## config.mk

```make
export PLATFORM = sky130hd
export DESIGN_NAME = rst_seq
export DESIGN_NICKNAME = d
export VERILOG_FILES = /design/src/rtl/rst_seq_pkg.sv /design/src/rtl/rst_seq_tmr.sv /design/src/rtl/rst_seq.sv
export SDC_FILE = /design/constraint.sdc
export NUM_CORES = 1
export LEC_CHECK = 0
export BUFFER_PORTS_ARGS = -buffer_cell sky130_fd_sc_hd__buf_2
export CAP_MARGIN = 10
export CORE_MARGIN = 2
export CORE_UTILIZATION = 54
export CTS_CLUSTER_DIAMETER = 40
export DETAILED_ROUTE_END_ITERATION = 8
export PLACE_DENSITY = 0.82
export SKIP_CTS_REPAIR_TIMING = 1
export SYNTH_ARGS = -nofsm -noshare
export SYNTH_HDL_FRONTEND = slang
export SYNTH_SLANG_ARGS = --single-unit
export TNS_END_PERCENT = 1
```

## constraint.sdc

```tcl
create_clock -name clk_i -period 2.1 [get_ports clk_i]
set_input_delay 0.105 -clock clk_i [delete_from_list [all_inputs] [get_ports clk_i]]
set_output_delay 0.105 -clock clk_i [all_outputs]
set_load 0.01 [all_outputs]
```

## src/rtl/rst_seq_pkg.sv

```systemverilog
// Shared types and helpers for the rst_seq reset sequencer.
// Holds the FSM state encoding and the timer-width calculation.
package rst_seq_pkg;

  typedef enum logic [1:0] {
    S_HOLD,
    S_STEP,
    S_DONE
  } rst_seq_state_t;

  // The timer must be able to hold the larger of the two reload values.
  function automatic int tmr_width(input int hold, input int step);
    int m;
    m = (hold > step) ? hold : step;
    return $clog2(m + 1);
  endfunction

endpackage

```

## src/rtl/rst_seq_tmr.sv

```systemverilog
// Loadable down-counter with a registered expiry flag.
// expired is high while the count sits at 1, so the owner acts on the edge it reaches 0.
module rst_seq_tmr #(
  parameter int W       = 5,
  parameter int RST_VAL = 16
) (
  input  logic         clk_i,
  input  logic         rst_i,
  input  logic         load,
  input  logic [W-1:0] load_val,
  input  logic         dec,
  output logic         expired
);

  logic [W-1:0] cnt_q;
  logic [W-1:0] cnt_d;

  // NOTE: every variable driven in always_comb gets a default first, so no path leaves it unassigned and no latch is inferred.
  always_comb begin
    cnt_d = cnt_q;
    if (load) begin
      cnt_d = load_val;
    end else if (dec && (cnt_q != '0)) begin
      cnt_d = cnt_q - 1'b1;
    end
  end

  // NOTE: sequential state uses non-blocking assignments so all registers update together on the edge.
  always_ff @(posedge clk_i) begin
    if (rst_i) begin
      cnt_q   <= W'(RST_VAL);
      expired <= (RST_VAL == 1);
    end else begin
      cnt_q   <= cnt_d;
      expired <= (cnt_d == W'(1));
    end
  end

endmodule

```

## src/rtl/rst_seq.sv

```systemverilog
// Reset sequencer: holds N_OUT reset domains, then releases them in order with a fixed gap.
// Optional soft reset from S_DONE is enabled by defining RST_SEQ_SOFT_RST_EN.
module rst_seq
  import rst_seq_pkg::*;
#(
  parameter int N_OUT    = 4,
  parameter int HOLD_CYC = 16,
  parameter int STEP_CYC = 8
) (
  input  logic             clk_i,
  input  logic             rst_i,
  input  logic             soft_req_i,
  output logic             soft_ack_o,
  output logic [N_OUT-1:0] rst_n_o,
  output logic             done_o
);

  localparam int TMR_W = tmr_width(HOLD_CYC, STEP_CYC);
  localparam int IDX_W = (N_OUT > 1) ? $clog2(N_OUT) : 1;
  localparam logic [TMR_W-1:0] HOLD_LD  = TMR_W'(HOLD_CYC);
  localparam logic [TMR_W-1:0] STEP_LD  = TMR_W'(STEP_CYC);
  localparam logic [IDX_W-1:0] LAST_IDX = IDX_W'((N_OUT > 1) ? N_OUT - 2 : 0);

  if (N_OUT < 1 || HOLD_CYC < 1 || STEP_CYC < 1) begin : g_bad_param
    $error("rst_seq: N_OUT, HOLD_CYC and STEP_CYC must all be >= 1");
  end

  rst_seq_state_t   state_q, state_d;
  logic [N_OUT-1:0] rst_n_q, rst_n_d;
  logic [IDX_W-1:0] idx_q, idx_d;
  logic             done_q, done_d;
  logic             ack_q, ack_d;
  logic             tmr_load;
  logic [TMR_W-1:0] tmr_val;
  logic             tmr_dec;
  logic             tmr_exp;

  rst_seq_tmr #(
    .W       (TMR_W),
    .RST_VAL (HOLD_CYC)
  ) u_tmr (
    .clk_i    (clk_i),
    .rst_i    (rst_i),
    .load     (tmr_load),
    .load_val (tmr_val),
    .dec      (tmr_dec),
    .expired  (tmr_exp)
  );

  always_comb begin
    state_d  = state_q;
    rst_n_d  = rst_n_q;
    idx_d    = idx_q;
    done_d   = done_q;
    ack_d    = 1'b0;
    tmr_load = 1'b0;
    tmr_val  = STEP_LD;
    tmr_dec  = 1'b0;
    unique case (state_q)
      S_HOLD: begin
        tmr_dec = 1'b1;
        if (tmr_exp) begin
          rst_n_d[0] = 1'b1;
          tmr_load   = 1'b1;
          idx_d      = '0;
          if (N_OUT == 1) begin
            state_d = S_DONE;
            done_d  = 1'b1;
          end else begin
            state_d = S_STEP;
          end
        end
      end
      S_STEP: begin
        tmr_dec = 1'b1;
        if (tmr_exp) begin
          // Released bits form a thermometer code, so the next one shifts in from the bottom.
          rst_n_d  = N_OUT'({rst_n_q, 1'b1});
          idx_d    = idx_q + 1'b1;
          tmr_load = 1'b1;
          if (idx_q == LAST_IDX) begin
            state_d = S_DONE;
            done_d  = 1'b1;
          end
        end
      end
      S_DONE: begin
`ifdef RST_SEQ_SOFT_RST_EN
        if (soft_req_i) begin
          state_d  = S_HOLD;
          rst_n_d  = '0;
          idx_d    = '0;
          done_d   = 1'b0;
          ack_d    = 1'b1;
          tmr_load = 1'b1;
          tmr_val  = HOLD_LD;
        end
`endif
      end
      default: begin
        state_d = S_HOLD;
      end
    endcase
  end

  always_ff @(posedge clk_i) begin
    if (rst_i) begin
      state_q <= S_HOLD;
      rst_n_q <= '0;
      idx_q   <= '0;
      done_q  <= 1'b0;
      ack_q   <= 1'b0;
    end else begin
      state_q <= state_d;
      rst_n_q <= rst_n_d;
      idx_q   <= idx_d;
      done_q  <= done_d;
      ack_q   <= ack_d;
    end
  end

  assign rst_n_o = rst_n_q;
  assign done_o  = done_q;

`ifdef RST_SEQ_SOFT_RST_EN
  assign soft_ack_o = ack_q;
`else
  logic unused_soft;
  assign unused_soft = ^{soft_req_i, ack_q};
  assign soft_ack_o  = 1'b0;
`endif

endmodule
```

==> results of run 1 <==
cells in the mapped netlist, drive strengths merged, types with 2 or more instances:
library cell / n
dfxtp: 15
nand3: 9
a21oi: 8
inv: 7
nand2: 6
o21ai: 5
nand2b: 4
nor2: 4
a31oi: 3
buf: 3
clkbuf: 3
nor3: 3
ha: 2
nor2b: 2
or4: 2
worst paths after layout:
| check | startpoint | end |
|---|---|---|
| max | u_tmr.cnt_q[0]$_SDFF_PP0_ | u_tmr.expired$_SDFF_PP0_ |
| min | rst_i | rst_n_o[0]$_SDFFE_PP0P_ |
| max reg2reg | u_tmr.cnt_q[0]$_SDFF_PP0_ | u_tmr.expired$_SDFF_PP0_ |
| min reg2reg | done_o$_SDFFE_PP0P_ | done_o$_SDFFE_PP0P_ |
report_power, final:
part / total (mW) / internal (mW) / leakage (nW) / switching [mW]
registers: 0.410 / 0.338 / 0.122 / 0.0724
logic: 0.337 / 0.180 / 0.156 / 0.157
clock network: 0.171 / 0.0710 / 0.0177 / 0.0996
total: 0.918 / 0.589 / 0.296 / 0.329
registers in the layout, indices dropped and copies added (netlist names):
name,count
rst_n_o,4
done_o,1
state_q,2
u_tmr.expired,1
idx_q,2
u_tmr.cnt_q,5
worst max-delay path: cells and delay by family (launching register included):
kind | cells | cell delay [ns]
buffers and inverters | 1 | 0.06
DFF | 1 | 0.41
AOI/OAI and AO/OA | 1 | 0.19
and+or+nand+nor | 3 | 0.86
adders and majority gates | 1 | 0.26
metal layers:
| metal | part of all wire | GRT usage |
|---|---|---|
| met5 | 0 | 0 |
| met4 | 0.035 | 0.1613 |
| met3 | 0.053 | 0.06522 |
| met2 | 0.46 | 0.2930 |
| met1 | 0.45 | 0.2625 |
cell type report:
class	instances	area (sq um)	share of cell area
inverters	7	26.28	0.03355
well taps	15	18.77	0.02396
multi-input cells	58	372.9	0.4760
flip-flops and latches	15	300.3	0.3834
repair buffers	7	37.54	0.04792
clock buffers	3	22.52	0.02875
clock inverters	1	5.005	0.006390
kinds of logic (layout without fill, tap and decap cells):
| kind of cell | count (synthesis) | count (layout) | share of synthesized area |
|---|---|---|---|
| AO/OA/AOI/OAI | 17 | 17 | 0.1431 |
| multiplexers | 1 | 1 | 0.01515 |
| adder cells (fa/ha/maj) | 2 | 2 | 0.03366 |
| other | 1 | 1 | 0.005046 |
| flip-flops | 15 | 15 | 0.4040 |
| AND/OR/NAND/NOR | 37 | 37 | 0.3047 |
| buffers and inverters | 13 | 18 | 0.09428 |
stage by stage:
step           area (sq um)  hold slack (ns)  std cells
2_1_floorplan         743.2           0.1691         86
3_3_place_gp          755.7           0.4320        102
3_5_place_dp          755.7           0.4408        102
4_1_cts               783.3           0.1557        106
5_1_grt               783.3           0.1613        106
6_report              783.3           0.1507        106
==> results.json, run 1 <==
{
  "hold_violations": 0,
  "start_util": 0.5712,
  "finish.utilization": 0.6019,
  "r2r_setup_slack_ns": 0.28,
  "skew_ns": 0.01152,
  "drt_iter0_markers": 21,
  "cts_tree": "built",
  "synthDistinctLibCells": 31,
  "worst_pin_slew_ns": 0.5095,
  "syn-num-nets": 91,
  "slew_headroom": 0.6595,
  "hpwl_microns": 960.9,
  "worst_setup_path_start_kind": "flop",
  "ys_warn_count": 0,
  "vdd_drop_max_uv": 659.9,
  "synth_area_leaders": "dfxtp_1 40%, a21oi_1 5.4%, nand3_1 5.4%",
  "rsz0062_at_grt": "false",
  "synth_seq_area_share": 0.4040,
  "rows": 13,
  "power.leakage_nw": 0.2964,
  "crit_type": "flop to flop",
  "grt_pass1_wl_mm": 2.194,
  "max_freq_mhz": 548.1,
  "grt_use_total": 0.2092,
  "critPathRequiredTime_ns": 2.35,
  "core_area_sq_mm": 0.001301,
  "drc": 0,
  "layout_commonest_cell": "dfxtp_1",
  "clockBufferDepth": 2,
  "r2r_cells": 6,
  "crit_chain": "inv_1 -> ha_1 -> nor4b_2 -> or4_4 -> a31oi_4 -> and4bb_1",
  "dieArea_sq_mm": 0.001689,
  "avgSynthCellArea_sq_um": 8.642,
  "worstPathArrival_ns": 2.07,
  "ys_seq_elements": 15,
  "cp-end-kind": "flop",
  "fillers": 127,
  "fin_nets": 97,
  "finalCritPeriodShare": 0.8688,
  "first_pass_iters": 4,
  "die_w_microns": 41.10,
  "setup_viol": 0,
  "place_congestion": 0.7946,
  "synth_top_cell_area_share": 0.4040,
  "clock-sinks": 15,
  "portBuffers": 6,
  "cp_slowest_cell": "or4_4",
  "synth_edf_count": 0,
  "clkTransAtPathRegs_ns": 0.10,
  "antenna_found_initial": 0,
  "diodes": 0,
  "overflow": 0,
  "timing.final.ws_setup_ns": 0.2755,
  "synth_area_sq_um": 743.2,
  "grt_max_degree": 15,
  "power_mw": 0.9179,
  "routedWlPerCell_microns": 13.08,
  "die_h_microns": 41.10,
  "syn_inst": 86,
  "crit_fanout": 7,
  "synth_area_leader_cell": "dfxtp_1",
  "drive_gt1_frac": 0.1868,
  "async_reset_ff_frac": 0,
  "root_buffer": "clkbuf_4",
  "routed_wl_mm": 1.386,
  "cts_htree_levels": 1,
  "clkLatencyLatePin_ns": 0.30,
  "grt_pass1_vias": 479,
  "setup_tns_ns": 0,
  "viasPerCell": 5.660,
  "status": "finished clean",
  "drv_slew": 0,
  "fin_crit_ns": 1.825,
  "hold_path.class": "input pin to flop",
  "cp_slowest_stage_delay_ns": 0.45,
  "numCtsBuffers": 3,
  "synth_flop_cell": "dfxtp_1",
  "drv_cap": 0,
  "p_per_area_mw_per_mm2": 1172,
  "areaGrowthSynthToFinish_pct": 5.387,
  "vias": 600,
  "whs_path_depth": 2,
  "ant_nets": 0,
  "top_level_ports": 9,
  "post-place-ws_ns": 0.2695,
  "final_cell_mix": "15 x dfxtp_1, 8 x nand3_1, 8 x a21oi_1, 7 x inv_1"
}
Power figures use the tool's default switching activity.
==> inputs of run 2 (changes only) <==
Settings changed: BUFFER_PORTS_ARGS -buffer_cell sky130_fd_sc_hd__buf_2 to -buffer_cell sky130_fd_sc_hd__clkbuf_2, PLACE_DENSITY 0.82 to 0.75.
==> run 2 against run 1 <==
Sequential power about the same. Critical path depth unchanged. Highest routed layer is now met3. Worst setup slack better by 0.0040 ns. Final cell count down 0.94%. Sequential cell count unchanged. Hold slack better by 0.048 ns. Final area down 1.1%. Die area unchanged.
==> results.json, run 2 (synthesis gave the netlist of run 1 again) <==
{
  "status": "finished clean",
  "critPathRequiredTime_ns": 2.32,
  "r2r_cells": 6,
  "drive_gt1_frac": 0.1667,
  "top_level_ports": 9,
  "whs_path_depth": 2,
  "drv_slew": 0,
  "r2r_setup_slack_ns": 0.28,
  "crit_buf_inv": 1,
  "p_per_area_mw_per_mm2": 1149,
  "holdPathEnd": "done_o$_SDFFE_PP0P_",
  "die_h_microns": 41.10,
  "skew_ns": 0.002694,
  "grt_pass1_vias": 432,
  "grt_pass1_wl_mm": 1.925,
  "rows": 13,
  "diodes": 0,
  "clock-sinks": 15,
  "fin_nets": 96,
  "routed_wl_mm": 1.127,
  "die_w_microns": 41.10,
  "finish.utilization": 0.5952,
  "cp_slowest_cell": "or4_4",
  "hpwl_microns": 831.2,
  "crit_type": "flop to flop",
  "vias": 540,
  "crit_fanout": 7,
  "largest_register_ffs": 5,
  "routedWlPerCell_microns": 10.73,
  "drv_cap": 0,
  "crit_chain": "inv_1 -> ha_1 -> nor4b_2 -> or4_4 -> a31oi_4 -> and4bb_1",
  "overflow": 0,
  "top_register": "u_tmr.cnt_q",
  "portBuffers": 6,
  "grt_max_degree": 15,
  "cts_htree_levels": 1,
  "antenna_found_initial": 0,
  "grt_use_total": 0.1771,
  "power_mw": 0.8899,
  "fin_crit_ns": 1.821,
  "max_freq_mhz": 549.3,
  "hold_path.class": "input pin to flop",
  "place_congestion": 0.7541,
  "setup_tns_ns": 0,
  "worst_pin_slew_ns": 0.5111,
  "fillers": 135,
  "layout_commonest_cell": "dfxtp_1",
  "cts_tree": "built",
  "cp_top_family": "simple AND/OR/NAND/NOR gates",
  "worstReg2RegEnd": "u_tmr.expired$_SDFF_PP0_",
  "post-place-ws_ns": 0.2952,
  "cp-end-kind": "flop",
  "start_util": 0.5712,
  "clockBufferDepth": 2,
  "drc": 0,
  "numCtsBuffers": 3,
  "min-delay-start": "rst_i",
  "clkLatencyLatePin_ns": 0.28,
  "power.leakage_nw": 0.2837,
  "areaGrowthSynthToFinish_pct": 4.209,
  "slew_headroom": 0.6585,
  "drt_iter0_markers": 6,
  "hold_violations": 0,
  "core_area_sq_mm": 0.001301,
  "rsz0062_at_grt": "false",
  "r2r-start": "u_tmr.cnt_q[0]$_SDFF_PP0_",
  "cp_slowest_stage_delay_ns": 0.44,
  "viasPerCell": 5.143,
  "vdd_drop_max_uv": 562.4,
  "root_buffer": "clkbuf_4",
  "ant_nets": 0,
  "timing.final.ws_setup_ns": 0.2794,
  "final_cell_mix": "15 x dfxtp_1, 8 x nand3_1, 8 x a21oi_1, 7 x inv_1",
  "finalCritPeriodShare": 0.8669,
  "dieArea_sq_mm": 0.001689,
  "worstPathArrival_ns": 2.04,
  "setup_viol": 0,
  "worst_setup_path_start_kind": "flop",
  "clkTransAtPathRegs_ns": 0.08,
  "first_pass_iters": 4
}
run 2: worst max path at each step:
stage | from | endpoint | slack [ns] | cells past startpoint
2_1_floorplan | u_tmr.cnt_q[0]$_SDFF_PP0_ | u_tmr.expired$_SDFF_PP0_ | 0.42 | 6
3_3_place_gp | u_tmr.cnt_q[0]$_SDFF_PP0_ | u_tmr.expired$_SDFF_PP0_ | 0.32 | 6
3_5_place_dp | u_tmr.cnt_q[0]$_SDFF_PP0_ | u_tmr.expired$_SDFF_PP0_ | 0.30 | 6
4_1_cts | u_tmr.cnt_q[0]$_SDFF_PP0_ | u_tmr.expired$_SDFF_PP0_ | 0.27 | 6
5_1_grt | u_tmr.cnt_q[0]$_SDFF_PP0_ | u_tmr.expired$_SDFF_PP0_ | 0.19 | 6
6_report | u_tmr.cnt_q[0]$_SDFF_PP0_ | u_tmr.expired$_SDFF_PP0_ | 0.28 | 6
run 2: layout make-up:
type	count	area (sq um)	share of cell area
flip-flops and latches	15	300.3	0.3877
repair buffers	6	30.03	0.03877
multi-input cells	58	372.9	0.4814
well taps	15	18.77	0.02423
inverters	7	26.28	0.03393
clock buffers	4	26.28	0.03393
run 2: power breakdown:
part / internal [mW] / leakage (nW) / total [mW] / switching, mW
logic: 0.176 / 0.146 / 0.324 / 0.148
registers: 0.338 / 0.122 / 0.410 / 0.0723
clock network: 0.0737 / 0.0150 / 0.156 / 0.0820
total: 0.587 / 0.284 / 0.890 / 0.303
run 2: per-stage QoR:
stage / hold slack [ns] / std cells / instance area, sq um
CTS: 0.2021 / 105 / 774.5
global route: 0.2203 / 105 / 774.5
floorplan: 0.1691 / 86 / 743.2
finish: 0.1991 / 105 / 774.5
detailed placement: 0.4413 / 101 / 748.2
global placement: 0.4333 / 101 / 748.2
run 2: per-layer routing:
| metal | GRT usage | up-vias | routed length (microns) | part of all wire |
|---|---|---|---|---|
| li1 | - | 304 | - | - |
| met1 | 0.2697 | 231 | 597 | 0.53 |
| met2 | 0.2148 | 5 | 483 | 0.43 |
| met3 | 0.1141 | 0 | 46 | 0.041 |
| met4 | 0 | 0 | 0 | 0 |
| met5 | 0 | - | 0 | 0 |
run 2: worst reg2reg max path, stage by stage, from the launching register on:
cell and delay, ns:
dfxtp_1 0.41, inv_1 0.06, ha_1 0.26, nor4b_2 0.21
or4_4 0.44, a31oi_4 0.18, and4bb_1 0.20
